[src/rtl/lcd_display_driver.sv]
// HD44780 16x2 character-LCD driver: power-up wait, one-shot init, then continuous
// two-line refresh from a combinational string ROM with hex-nibble to ASCII conversion.
module lcd_display_driver #(
    parameter int TICK_DIV      = 50000,
    parameter int POWERUP_TICKS = 20
) (
    input  logic       clk_50Mhz,
    input  logic       resetn,
    output logic [4:0] char_index,
    input  logic [7:0] char_in,
    output logic [7:0] lcd_data,
    output logic       lcd_rs,
    output logic       lcd_rw,
    output logic       lcd_en,
    output logic       lcd_on,
    output logic       frame_done
);
    localparam int TW = $clog2(TICK_DIV);
    localparam int CW = (POWERUP_TICKS > 15) ? $clog2(POWERUP_TICKS + 1) : 4;

    typedef enum logic [2:0] {S_POWERUP, S_INIT, S_LINE1, S_L2ADDR, S_LINE2, S_HOME} state_t;
    typedef enum logic [1:0] {PH_ADDR, PH_SETUP, PH_PULSE, PH_HOLD} phase_t;

    logic [TW-1:0] tick_cnt_q;
    logic          tick;
    state_t        state_q, state_d;
    phase_t        phase_q, phase_d;
    logic [CW-1:0] cnt_q, cnt_d;
    logic [4:0]    char_index_q, char_index_d;
    logic [7:0]    lcd_data_q, lcd_data_d;
    logic          lcd_rs_q, lcd_rs_d;
    logic          lcd_en_q, lcd_en_d;
    logic          lcd_on_q;
    logic          frame_done_q, frame_done_d;
    logic [3:0]    col_next;

    function automatic logic [7:0] nib_to_ascii(input logic [7:0] c);
        if (c[7:4] != 4'h0) return c;
        else if (c[3:0] <= 4'd9) return 8'h30 + c;
        else return 8'h37 + c;
    endfunction

    function automatic logic [7:0] init_cmd(input logic [2:0] i);
        case (i)
            3'd0:    return 8'h38;
            3'd1:    return 8'h0C;
            3'd2:    return 8'h01;
            3'd3:    return 8'h06;
            default: return 8'h80;
        endcase
    endfunction

    assign tick     = (tick_cnt_q == TW'(TICK_DIV - 1));
    assign col_next = cnt_q[3:0] + 4'd1;

    always_comb begin
        state_d      = state_q;
        phase_d      = phase_q;
        cnt_d        = cnt_q;
        char_index_d = char_index_q;
        lcd_data_d   = lcd_data_q;
        lcd_rs_d     = lcd_rs_q;
        lcd_en_d     = lcd_en_q;
        frame_done_d = 1'b0;
        if (tick) begin
            if (state_q == S_POWERUP) begin
                if (cnt_q == CW'(POWERUP_TICKS)) begin
                    state_d = S_INIT;
                    phase_d = PH_ADDR;
                    cnt_d   = '0;
                end else begin
                    cnt_d = cnt_q + 1'b1;
                end
            end else begin
                case (phase_q)
                    PH_ADDR: begin
                        phase_d = PH_SETUP;
                        case (state_q)
                            S_INIT: begin
                                lcd_data_d = init_cmd(cnt_q[2:0]);
                                lcd_rs_d   = 1'b0;
                            end
                            S_LINE1, S_LINE2: begin
                                lcd_data_d = nib_to_ascii(char_in);
                                lcd_rs_d   = 1'b1;
                            end
                            S_L2ADDR: begin
                                lcd_data_d = 8'hC0;
                                lcd_rs_d   = 1'b0;
                            end
                            default: begin
                                lcd_data_d = 8'h80;
                                lcd_rs_d   = 1'b0;
                            end
                        endcase
                    end
                    PH_SETUP: begin
                        phase_d  = PH_PULSE;
                        lcd_en_d = 1'b1;
                    end
                    PH_PULSE: begin
                        phase_d  = PH_HOLD;
                        lcd_en_d = 1'b0;
                    end
                    default: begin
                        // Leaving HOLD selects the next byte; data states present their index now.
                        phase_d = PH_ADDR;
                        cnt_d   = cnt_q + 1'b1;
                        case (state_q)
                            S_INIT: begin
                                if (cnt_q[2:0] == 3'd4) begin
                                    state_d      = S_LINE1;
                                    cnt_d        = '0;
                                    char_index_d = 5'h00;
                                end
                            end
                            S_LINE1: begin
                                if (cnt_q[3:0] == 4'hF) begin
                                    state_d = S_L2ADDR;
                                    cnt_d   = '0;
                                end else begin
                                    char_index_d = {1'b0, col_next};
                                end
                            end
                            S_L2ADDR: begin
                                state_d      = S_LINE2;
                                cnt_d        = '0;
                                char_index_d = 5'h10;
                            end
                            S_LINE2: begin
                                if (cnt_q[3:0] == 4'hF) begin
                                    state_d      = S_HOME;
                                    cnt_d        = '0;
                                    frame_done_d = 1'b1;
                                end else begin
                                    char_index_d = {1'b1, col_next};
                                end
                            end
                            default: begin
                                state_d      = S_LINE1;
                                cnt_d        = '0;
                                char_index_d = 5'h00;
                            end
                        endcase
                    end
                endcase
            end
        end
    end

    always_ff @(posedge clk_50Mhz or negedge resetn) begin
        if (!resetn) begin
            tick_cnt_q   <= '0;
            state_q      <= S_POWERUP;
            phase_q      <= PH_ADDR;
            cnt_q        <= '0;
            char_index_q <= 5'h00;
            lcd_data_q   <= 8'h00;
            lcd_rs_q     <= 1'b0;
            lcd_en_q     <= 1'b0;
            lcd_on_q     <= 1'b0;
            frame_done_q <= 1'b0;
        end else begin
            tick_cnt_q   <= tick ? '0 : tick_cnt_q + 1'b1;
            state_q      <= state_d;
            phase_q      <= phase_d;
            cnt_q        <= cnt_d;
            char_index_q <= char_index_d;
            lcd_data_q   <= lcd_data_d;
            lcd_rs_q     <= lcd_rs_d;
            lcd_en_q     <= lcd_en_d;
            lcd_on_q     <= 1'b1;
            frame_done_q <= frame_done_d;
        end
    end

    assign char_index = char_index_q;
    assign lcd_data   = lcd_data_q;
    assign lcd_rs     = lcd_rs_q;
    assign lcd_rw     = 1'b0;
    assign lcd_en     = lcd_en_q;
    assign lcd_on     = lcd_on_q;
    assign frame_done = frame_done_q;

endmodule

[config.mk]
export PLATFORM = sky130hd
export DESIGN_NAME = lcd_display_driver
export DESIGN_NICKNAME = d
export VERILOG_FILES = /design/src/rtl/lcd_display_driver.sv
export SDC_FILE = /design/constraint.sdc
export NUM_CORES = 1
export LEC_CHECK = 0
export BUFFER_PORTS_ARGS = -buffer_cell sky130_fd_sc_hd__buf_2
export CAP_MARGIN = 30
export CORE_UTILIZATION = 40
export CTS_CLUSTER_DIAMETER = 50
export DETAILED_ROUTE_END_ITERATION = 7
export GPL_ROUTABILITY_DRIVEN = 0
export PLACE_DENSITY = 0.57
export SLEW_MARGIN = 0
export SYNTH_ARGS = -nofsm -noshare
export SYNTH_HDL_FRONTEND = slang
export SYNTH_SLANG_ARGS = --single-unit
[constraint.sdc]
create_clock -name clk_50Mhz -period 2 [get_ports clk_50Mhz]
set_input_delay 0.1 -clock clk_50Mhz [delete_from_list [all_inputs] [get_ports clk_50Mhz]]
set_output_delay 0.1 -clock clk_50Mhz [all_outputs]
set_load 0.005 [all_outputs]
==> flow_metrics.tcl, run 1 <==
set metrics [dict create \
    area_growth_pct 26.10 \
    synth_nets 280 \
    first_iter_violations 108 \
    syn_area_per_cell_um2 9.457 \
    setup_viol 3 \
    cts_inserted_buffers 5 \
    power.density_mw_per_mm2 502.2 \
    start_util_pct 42.66 \
    whs_ns 0.1654 \
    ys_seq_elements 43 \
    synth_area_mm2 0.002421 \
    nets 340 \
    num_antenna_cells 0 \
    met1Wirelength_um 2933 \
    vdd_ir_drop_max_v 0.0002961 \
    core_mm2 0.005675 \
    reg2reg_slack_ns -0.01 \
    setup_slack_ns -0.01145 \
    clock_latency_ns 0.30 \
    async_reset_ff_share_pct 100.0 \
    synth_enable_flop_cells 0 \
    slew_viol_final 0 \
    die_area_mm2 0.006368 \
    grt_pass1_vias 1865 \
    cp_max_fo 4 \
    fmax_ghz 0.4972 \
    critical_path_arrival_ns 2.20 \
    startpoint_type "flip-flop" \
    failed_checks "negative setup slack" \
    critPathKind "reg -> reg" \
    cp_slowest_stage_delay_ns 0.56 \
    drc_errors 0 \
    io_pins 28 \
    path_clk_slew_ns 0.08 \
    cts_tree "yes" \
    cts.sinks 43 \
    drv_cap 0 \
    status "complete, but fails checks" \
    r2r-start "tick_cnt_q[4]" \
    dr.pass1.iters 4 \
    die_w_um 79.80 \
    port_buffers 26 \
    grtUsageTotal_pct 18.96 \
    leakage_nw 1.406 \
    synth_flop_cell "dfrtp_1" \
    ff2ff_path_depth 5 \
    grt_pass1_wl_um 9094 \
    htree_levels 2 \
    final_util_pct 53.79 \
    min_to "lcd_data[2]" \
    cts_max_path_buffers 2 \
    ant_nets 0 \
    min_from "char_in[2]" \
    crit_slowest_cell "or4bb_4" \
    final_layout_size_suffix_gt1_share_pct 28.71 \
    via_per_inst 5.162 \
    wire_per_inst_um 14.28 \
    finalHoldViolations 0 \
    yosysUniqueCellTypes 52 \
    power.total_mw 1.533 \
    routed.top_layer "met4" \
    period_share_pct 100.6 \
    grt_start_max_net_pins 25 \
    ys_seq_area_share_pct 44.44 \
    wirelength_um 5555 \
    dr_wl_met2_um 2321 \
    syn_inst 256 \
    ys_warn_count 0 \
    min_path_type "in -> reg" \
    post-dp-hpwl_um 4123 \
    final_cell_mix "43 x dfrtp_1, 34 x buf_4, 26 x nand2_1, 26 x buf_2, 23 x nor2_1" \
    dp_cells 375 \
    min_period_ns 2.011 \
    end_kind "flip-flop" \
    finalClockSkew_ns 0.004610 \
    stdcell_count 389 \
    fp-row-count 27 \
    dr_wl_met3_um 205 \
    die_h_um 79.80 \
    rsz0062_at_grt "yes" \
    vias 2008 \
    antenna_found_initial 0 \
    cp.required_ns 2.19 \
    grt-ovfl-total 0 \
    r2r_end "char_index[0]" \
    whs_path_depth 3 \
    layout_commonest_cell "dfrtp_1" \
    cts-root-buf "clkbuf_8" \
    worstPathCellList "or4bb_4 -> nor4_4 -> nand2_2 -> nor2_4 -> mux2_2" \
]
-- worst max path at each step --
stage | start | to | slack, ns | cells after the start
2_1_floorplan | tick_cnt_q[12] | state_q[1] | 0.0007 | 6
3_3_place_gp | tick_cnt_q[4] | char_index[3] | -0.02 | 5
3_5_place_dp | tick_cnt_q[11] | char_index[0] | -0.08 | 5
4_1_cts | tick_cnt_q[12] | state_q[0] | -0.02 | 6
5_1_grt | tick_cnt_q[5] | lcd_data[4] | -0.08 | 6
6_report | tick_cnt_q[4] | char_index[0] | -0.01 | 5
-- kinds of logic (layout without fill, tap and decap cells) --
group	Yosys count	count (layout)	synth area share (%)
xor gates and xnor gates	17	17	6.150
AOI/OAI and AO/OA	51	51	12.97
DFF	43	43	44.44
and+or+nand+nor	100	100	22.02
buffers and inverters	22	83	3.773
adders and majority gates	14	14	7.235
muxes	7	7	3.101
other	2	2	0.3102
-- metrics by stage --
stage | instance area (um2) | setup slack [ns] | TNS, ns
3_5_place_dp | 2830 | -0.08457 | -0.2711
2_1_floorplan | 2427 | 0.0006855 | 0
3_3_place_gp | 2830 | -0.01917 | -0.06831
4_1_cts | 2974 | -0.02232 | -0.09135
5_1_grt | 3053 | -0.07970 | -1.168
6_report | 3053 | -0.01145 | -0.03032
-- synthesized netlist by cell type, types with 2 or more instances --
| cell type | instances | area, um2 |
|---|---|---|
| nor3b_1 | 3 | 22.52 |
| nor2b_1 | 3 | 18.77 |
| a21oi_1 | 9 | 45.04 |
| xnor2_1 | 8 | 70.07 |
| dfrtp_1 | 43 | 1076 |
| or4bb_1 | 2 | 22.52 |
| nand2_1 | 28 | 105.1 |
| conb_1 | 2 | 7.510 |
| o21ai_0 | 19 | 95.09 |
| buf_2 | 4 | 20.02 |
| ha_1 | 14 | 175.2 |
| o211ai_1 | 3 | 22.52 |
| or3_1 | 3 | 18.77 |
| mux2_2 | 4 | 45.04 |
| nor2_1 | 23 | 86.33 |
| a22oi_1 | 2 | 15.01 |
| o31ai_1 | 3 | 22.52 |
| nand3_1 | 14 | 70.07 |
| o21a_1 | 2 | 15.01 |
| mux2i_1 | 3 | 30.03 |
| clkbuf_1 | 3 | 11.26 |
| a31oi_1 | 3 | 18.77 |
| and3_1 | 2 | 12.51 |
| inv_1 | 13 | 48.80 |
| nand2b_1 | 2 | 12.51 |
| nand4_1 | 2 | 12.51 |
| xor2_1 | 9 | 78.83 |
| nor3_1 | 6 | 30.03 |
-- metal layers --
metal	vias up	track usage [%]
li1	1016	-
met1	943	28.61
met2	41	26.50
met3	8	3.886
met4	0	6.786
met5	-	0
-- power breakdown --
group,internal (mW),switching (mW)
Combinational,0.0205,0.0409
Sequential,0.870,0.000272
Clock,0.315,0.287
Total,1.21,0.328
-- flip-flops by register name, indices dropped and copies added (netlist names) --
signal and count:
char_index 5, lcd_data 8, lcd_rs 1, frame_done 1
cnt_q 5, state_q 3, lcd_on 1, tick_cnt_q 16
phase_q 2, lcd_en 1
-- repair_timing --
item,CTS,global route
pin swaps,4,4
buffers inserted,1,4
endpoints found under the hold margin,19,0
gates cloned,0,1
resized for setup,6,14
hold buffers,1,0
endpoints found under the setup margin,6,23
-- worst max-delay path, delay by kind of cell (launching register included) --
| kind | cells | cell delay, ns |
|---|---|---|
| simple gates | 4 | 1.15 |
| flops | 1 | 0.40 |
| mux | 1 | 0.35 |
-- layout make-up --
class	count	area (um2)
clock buffers	8	100.1
fillers	539	2623
inverters	13	48.80
multi-input cells	191	1331
flip-flops and latches	43	1076
well taps	72	90.09
repair buffers	62	406.6
Note: power is estimated with default switching activity, not from simulation.
==> run 2: changes to the inputs <==
--- a/config.mk
+++ b/config.mk
@@ -5,6 +5,7 @@
 export SDC_FILE = /design/constraint.sdc
 export NUM_CORES = 1
 export LEC_CHECK = 0
+export ABC_AREA = 1
 export BUFFER_PORTS_ARGS = -buffer_cell sky130_fd_sc_hd__buf_2
 export CAP_MARGIN = 30
 export CORE_UTILIZATION = 40
==> run 2 against run 1 <==
The flow now finishes without violations. Routed wire length fell by 3.7%. Worst hold slack improved by 0.015 ns. Utilization decreased by 7.1 points. Die area is 7.6% higher. Worst setup slack improved by 0.33 ns. Fmax increased by 20%. Register-to-register slack better by 0.33 ns. Final area fell by 3.4%. Power down 2.9%. Area after synthesis grew 7.9%. Clock-buffer cell count is 2 lower. Combinational power grew 0.8%. Largest cell class unchanged. Largest power group unchanged.
==> flow_metrics.tcl, run 2 <==
set metrics [dict create \
    path_clk_slew_ns 0.09 \
    grtUsageTotal_pct 17.39 \
    die_h_um 82.80 \
    io_pins 28 \
    cp_slowest_stage_delay_ns 0.42 \
    fmax_ghz 0.5956 \
    slew_viol_final 0 \
    cts_max_path_buffers 2 \
    grt_pass1_wl_um 8963 \
    port_buffers 26 \
    syn_inst 324 \
    dr.pass1.iters 4 \
    top_register "tick_cnt_q" \
    start_util_pct 41.36 \
    finalClockSkew_ns 0.01192 \
    cts.sinks 43 \
    ant_nets 0 \
    end_kind "flip-flop" \
    core_mm2 0.006314 \
    crit_buf_inv 2 \
    crit_slowest_cell "dfrtp_1" \
    vias 2135 \
    rsz0062_at_grt "no" \
    nets 382 \
    final_cell_mix "90 x nand2_1, 43 x dfrtp_1, 39 x inv_1" \
    num_antenna_cells 0 \
    critPathKind "reg -> reg" \
    power.density_mw_per_mm2 504.5 \
    leakage_nw 1.524 \
    ys_seq_area_share_pct 41.21 \
    worstPathCellList "inv_1 -> ha_1 -> nand4_1 -> nand2_1 -> nand3_2 -> inv_2 -> nand2_1 -> nand2_1 -> nand2_1" \
    wirelength_um 5350 \
    synth_area_mm2 0.002611 \
    clock_latency_ns 0.29 \
    grt-ovfl-total 0 \
    post-dp-hpwl_um 4131 \
    htree_levels 2 \
    fp-row-count 29 \
    drv_cap 0 \
    period_share_pct 83.95 \
    regArea_mm2 0.001076 \
    ys_seq_elements 43 \
    wire_per_inst_um 12.30 \
    synth_top_cell_by_area "dfrtp_1" \
    whs_ns 0.1804 \
    multi_input_area_mm2 0.001345 \
    synth_flop_cell "dfrtp_1" \
    grt_pass1_vias 2068 \
    layout_commonest_cell "nand2_1" \
    synth_nets 348 \
    min_period_ns 1.679 \
    cts-root-buf "clkbuf_8" \
    antenna_found_initial 0 \
    syn_area_per_cell_um2 8.059 \
    die_area_mm2 0.006855 \
    synth_enable_flop_cells 0 \
    status "finished clean" \
    cts_tree "yes" \
    finalHoldViolations 0 \
    yosysMostFrequentCell "nand2_1" \
    synth_area_leaders "dfrtp_1 41%, nand2_1 13%, ha_1 6.7%, inv_1 5.6%, nand3_1 4.2%" \
    cp.required_ns 2.18 \
    area_growth_pct 12.99 \
    final_layout_size_suffix_gt1_share_pct 19.55 \
    first_iter_violations 80 \
    cts_inserted_buffers 5 \
    largest_register_ffs 16 \
    nFillCells 675 \
    synth_top_area_share_pct 41.21 \
    yosys-top-cells-count "90 x nand2_1, 43 x dfrtp_1, 39 x inv_1" \
    die_w_um 82.80 \
    grt_start_max_net_pins 44 \
    via_per_inst 4.908 \
    async_reset_ff_share_pct 100.0 \
    startpoint_type "flip-flop" \
    crit_family "simple AND/OR/NAND/NOR gates" \
    setup_viol 0 \
    ys_warn_count 0 \
    min_path_type "in -> reg" \
    drc_errors 0 \
    tns_ns 0 \
    vdd_ir_drop_max_v 0.0002957 \
    yosysUniqueCellTypes 38 \
    path_common_cell "nand2_1" \
    critical_path_arrival_ns 1.86 \
    cp_max_fo 6 \
]
-- run 2: final timing paths --
kind	start	to	slack, ns	cells after the start
min in group asynchronous	resetn	state_q[2]	0.32	3
setup reg to reg	cnt_q[0]	state_q[0]	0.32	9
max in group asynchronous	resetn	frame_done	1.48	3
hold reg to reg	tick_cnt_q[0]	tick_cnt_q[0]	0.46	1
hold / removal	char_in[6]	lcd_data[6]	0.18	5
setup / recovery	cnt_q[0]	state_q[0]	0.32	9
-- run 2: layer usage --
metal | GRT usage (%) | wire [um] | vias to the layer above
li1 | - | - | 1106
met1 | 21.62 | 2523 | 996
met2 | 30.41 | 2673 | 29
met3 | 3.279 | 121 | 4
met4 | 5.172 | 32 | 0
met5 | 0 | 0 | -
-- run 2: kinds of logic (layout without fill, tap and decap cells) --
group | after synthesis | in the layout | synth area share [%]
AO/OA/AOI/OAI | 38 | 38 | 8.146
XOR/XNOR | 6 | 6 | 2.012
adder cells (fa/ha/maj) | 14 | 14 | 6.708
buffers and inverters | 49 | 83 | 7.283
flip-flops | 43 | 43 | 41.21
other | 2 | 2 | 0.2876
AND/OR/NAND/NOR | 172 | 172 | 34.36
-- run 2: timing repair --
| action | CTS | global route |
|---|---|---|
| hold buffers | 1 | 0 |
| buffers inserted | 0 | 0 |
| hold endpoints to repair | 43 | 0 |
| resized for setup | 0 | 0 |
-- run 2: final cells by class --
class	count	area share, %
clock buffer	6	2.799
clock inverter	1	0.1696
inverter	47	6.022
multi-input combinational	232	45.59
sequential	43	36.47
tap	77	3.265
timing repair buffer	29	5.683
-- run 2: report_power, final --
part	switching [mW]	total, mW	internal, mW
sequential	0.000155	0.870	0.870
clock	0.286	0.557	0.271
combinational	0.0409	0.0619	0.0210
total	0.327	1.49	1.16
-- run 2: stage by stage --
step	utilization, %	setup WS (ns)	area [um2]	power (mW)	cells
2_1_floorplan	-	0.4882	2611	0.9097	324
3_3_place_gp	45.18	0.3514	2853	0.9481	427
3_5_place_dp	45.18	0.3152	2853	0.9493	427
4_1_cts	46.73	0.3173	2950	1.515	435
5_1_grt	46.73	0.1078	2950	1.553	435
6_report	46.73	0.3209	2950	1.488	435
-- run 2: tightest hold or removal path: cells and delay by family --
kind | cells | cell delay, ns
AOI/OAI and AO/OA | 1 | 0.09
and+or+nand+nor | 3 | 0.16
buffers and inverters | 1 | 0.09
==> run 3: changes to the inputs <==
--- a/config.mk
+++ b/config.mk
@@ -12,7 +12,7 @@
 export CTS_CLUSTER_DIAMETER = 50
 export DETAILED_ROUTE_END_ITERATION = 7
 export GPL_ROUTABILITY_DRIVEN = 0
-export PLACE_DENSITY = 0.57
+export PLACE_DENSITY = 0.55
 export SLEW_MARGIN = 0
 export SYNTH_ARGS = -nofsm -noshare
 export SYNTH_HDL_FRONTEND = slang
==> constraint.sdc (replaced) <==
create_clock -name clk_50Mhz -period 1.7 [get_ports clk_50Mhz]
set_input_delay 0.085 -clock clk_50Mhz [delete_from_list [all_inputs] [get_ports clk_50Mhz]]
set_output_delay 0.085 -clock clk_50Mhz [all_outputs]
set_load 0.005 [all_outputs]
==> run 3 against run 2 <==
Final cell count increased by 3.4%. Non-clock buffer count increased by 13. Worst setup slack got worse by 0.27 ns. Clock-buffer cell count unchanged. Combinational power increased by 16%. First-iteration DRC count increased by 7.5%. Register-to-register slack got worse by 0.27 ns. Flip-flop and latch count unchanged. Sequential power increased by 17%. Worst hold slack got worse by 0.0095 ns.
==> flow_metrics.tcl, run 3 (synthesis results as in run 2) <==
set metrics [dict create \
    status "finished clean" \
    leakage_nw 1.563 \
    critical_path_arrival_ns 1.84 \
    wire_per_inst_um 12.41 \
    area_growth_pct 19.36 \
    finalClockSkew_ns 0.01336 \
    cts_inserted_buffers 5 \
    critPathKind "reg -> reg" \
    startpoint_type "flip-flop" \
    first_iter_violations 86 \
    start_util_pct 41.36 \
    post-dp-hpwl_um 4229 \
    grt_pass1_vias 2094 \
    die_h_um 82.80 \
    grtUsageTotal_pct 17.77 \
    die_w_um 82.80 \
    cts_tree "yes" \
    whs_ns 0.1709 \
    cp_slowest_stage_delay_ns 0.37 \
    worstMarginPinSlew_ns 0.5324 \
    rsz0062_at_grt "yes" \
    die_area_mm2 0.006855 \
    crit_slowest_cell "dfrtp_1" \
    crit_family "simple AND/OR/NAND/NOR gates" \
    min_period_ns 1.645 \
    htree_levels 2 \
    clock_latency_ns 0.30 \
    setup_viol 0 \
    vdd_ir_drop_max_v 0.0003307 \
    final_layout_size_suffix_gt1_share_pct 25.20 \
    crit_buf_inv 0 \
    largest_register_ffs 16 \
    via_per_inst 4.840 \
    cp_max_fo 9 \
    io_pins 28 \
    fin_area_mm2 0.003117 \
    wirelength_um 5584 \
    worstPathCellList "ha_2 -> nand3_2 -> nor3_4 -> nand2_4 -> nor2_8 -> nand2_8 -> nand2_1 -> o21ai_2" \
    grt_start_max_net_pins 23 \
    vias 2178 \
    power.density_mw_per_mm2 554.8 \
    cp.required_ns 1.90 \
    fp-row-count 29 \
    max_slew_margin_pct 64.50 \
    min_path_type "in -> reg" \
    antenna_found_initial 0 \
    num_antenna_cells 0 \
    dpl_cell_area_mm2 0.002890 \
    core_mm2 0.006314 \
    cts-root-buf "clkbuf_8" \
    top_register "tick_cnt_q" \
    grt_pass1_wl_um 9232 \
    cts.sinks 43 \
    drc_errors 0 \
    slew_viol_final 0 \
    grt-ovfl-total 0 \
    end_kind "flip-flop" \
    nets 396 \
    layout_commonest_cell "nand2_1" \
    path_clk_slew_ns 0.09 \
    ant_nets 0 \
    port_buffers 26 \
    fmax_ghz 0.6081 \
    power.total_mw 1.729 \
    final_cell_mix "87 x nand2_1, 42 x dfrtp_1, 39 x inv_1" \
    finalHoldViolations 0 \
    period_share_pct 96.74 \
    drv_cap 0 \
    dr.pass1.iters 4 \
    cts_max_path_buffers 2 \
]
run 3: cell types whose count changed in the layout (fill, tap and decap cells not counted), moves of 2 or more:
cell / previous run / this run
buf_4: 1 / 14
ha_1: 14 / 10
ha_2: 0 / 2
ha_4: 0 / 2
nand2_1: 90 / 87
nand2_2: 3 / 7
run 3: routing by layer:
metal | vias to the layer above | track usage [%] | part of all wire (%)
li1 | 1141 | - | -
met4 | 0 | 4.483 | 0.98
met2 | 33 | 31.23 | 50
met5 | - | 0 | 0
met3 | 5 | 3.607 | 2.5
met1 | 999 | 22.12 | 47
run 3: layout make-up:
cell class / instances / area (um2)
flip-flops and latches: 43 / 1077
repair buffers: 42 / 265.3
clock inverters: 2 / 12.51
inverters: 47 / 177.7
well taps: 77 / 96.34
multi-input cells: 233 / 1415
clock buffers: 6 / 72.57
fillers: 644 / 3197
run 3: through the flow:
step | setup TNS, ns | setup WS (ns) | instances | utilization [%]
after global placement | 0 | 0.1211 | 432 | 45.78
after detailed placement | 0 | 0.07661 | 432 | 45.78
after floorplan | 0 | 0.1882 | 324 | -
final | 0 | 0.05540 | 450 | 49.37
after CTS | 0 | 0.06396 | 441 | 47.29
after global routing | -0.2154 | -0.04780 | 450 | 49.37
run 3: worst min-delay path: cells and delay by family:
family	cells	cell delay [ns]
buffers and inverters	1	0.08
AOI/OAI and AO/OA	1	0.09
and+or+nand+nor	3	0.16
run 3: power breakdown:
| group | switching, mW | total, mW | internal (mW) |
|---|---|---|---|
| Sequential | 0.000226 | 1.02 | 1.02 |
| Combinational | 0.0466 | 0.0716 | 0.0250 |
| Clock | 0.347 | 0.634 | 0.287 |
run 3: final timing paths:
path | endpoint | slack (ns) | start | cells past startpoint
setup / recovery | char_index[2] | 0.06 | tick_cnt_q[0] | 8
hold / removal | lcd_data[6] | 0.17 | char_in[6] | 5
setup reg to reg | char_index[2] | 0.06 | tick_cnt_q[0] | 8
hold reg to reg | tick_cnt_q[0] | 0.47 | tick_cnt_q[0] | 1
max in group asynchronous | state_q[2] | 0.89 | resetn | 3
min in group asynchronous | char_index[2] | 0.30 | resetn | 2
run 3: timing repair:
item                                    CTS  global route
setup buffers                             0             8
hold buffers                              1             0
gates resized for setup                   0            13
endpoints found under the hold margin    21             0
endpoints found under the setup margin    0            11
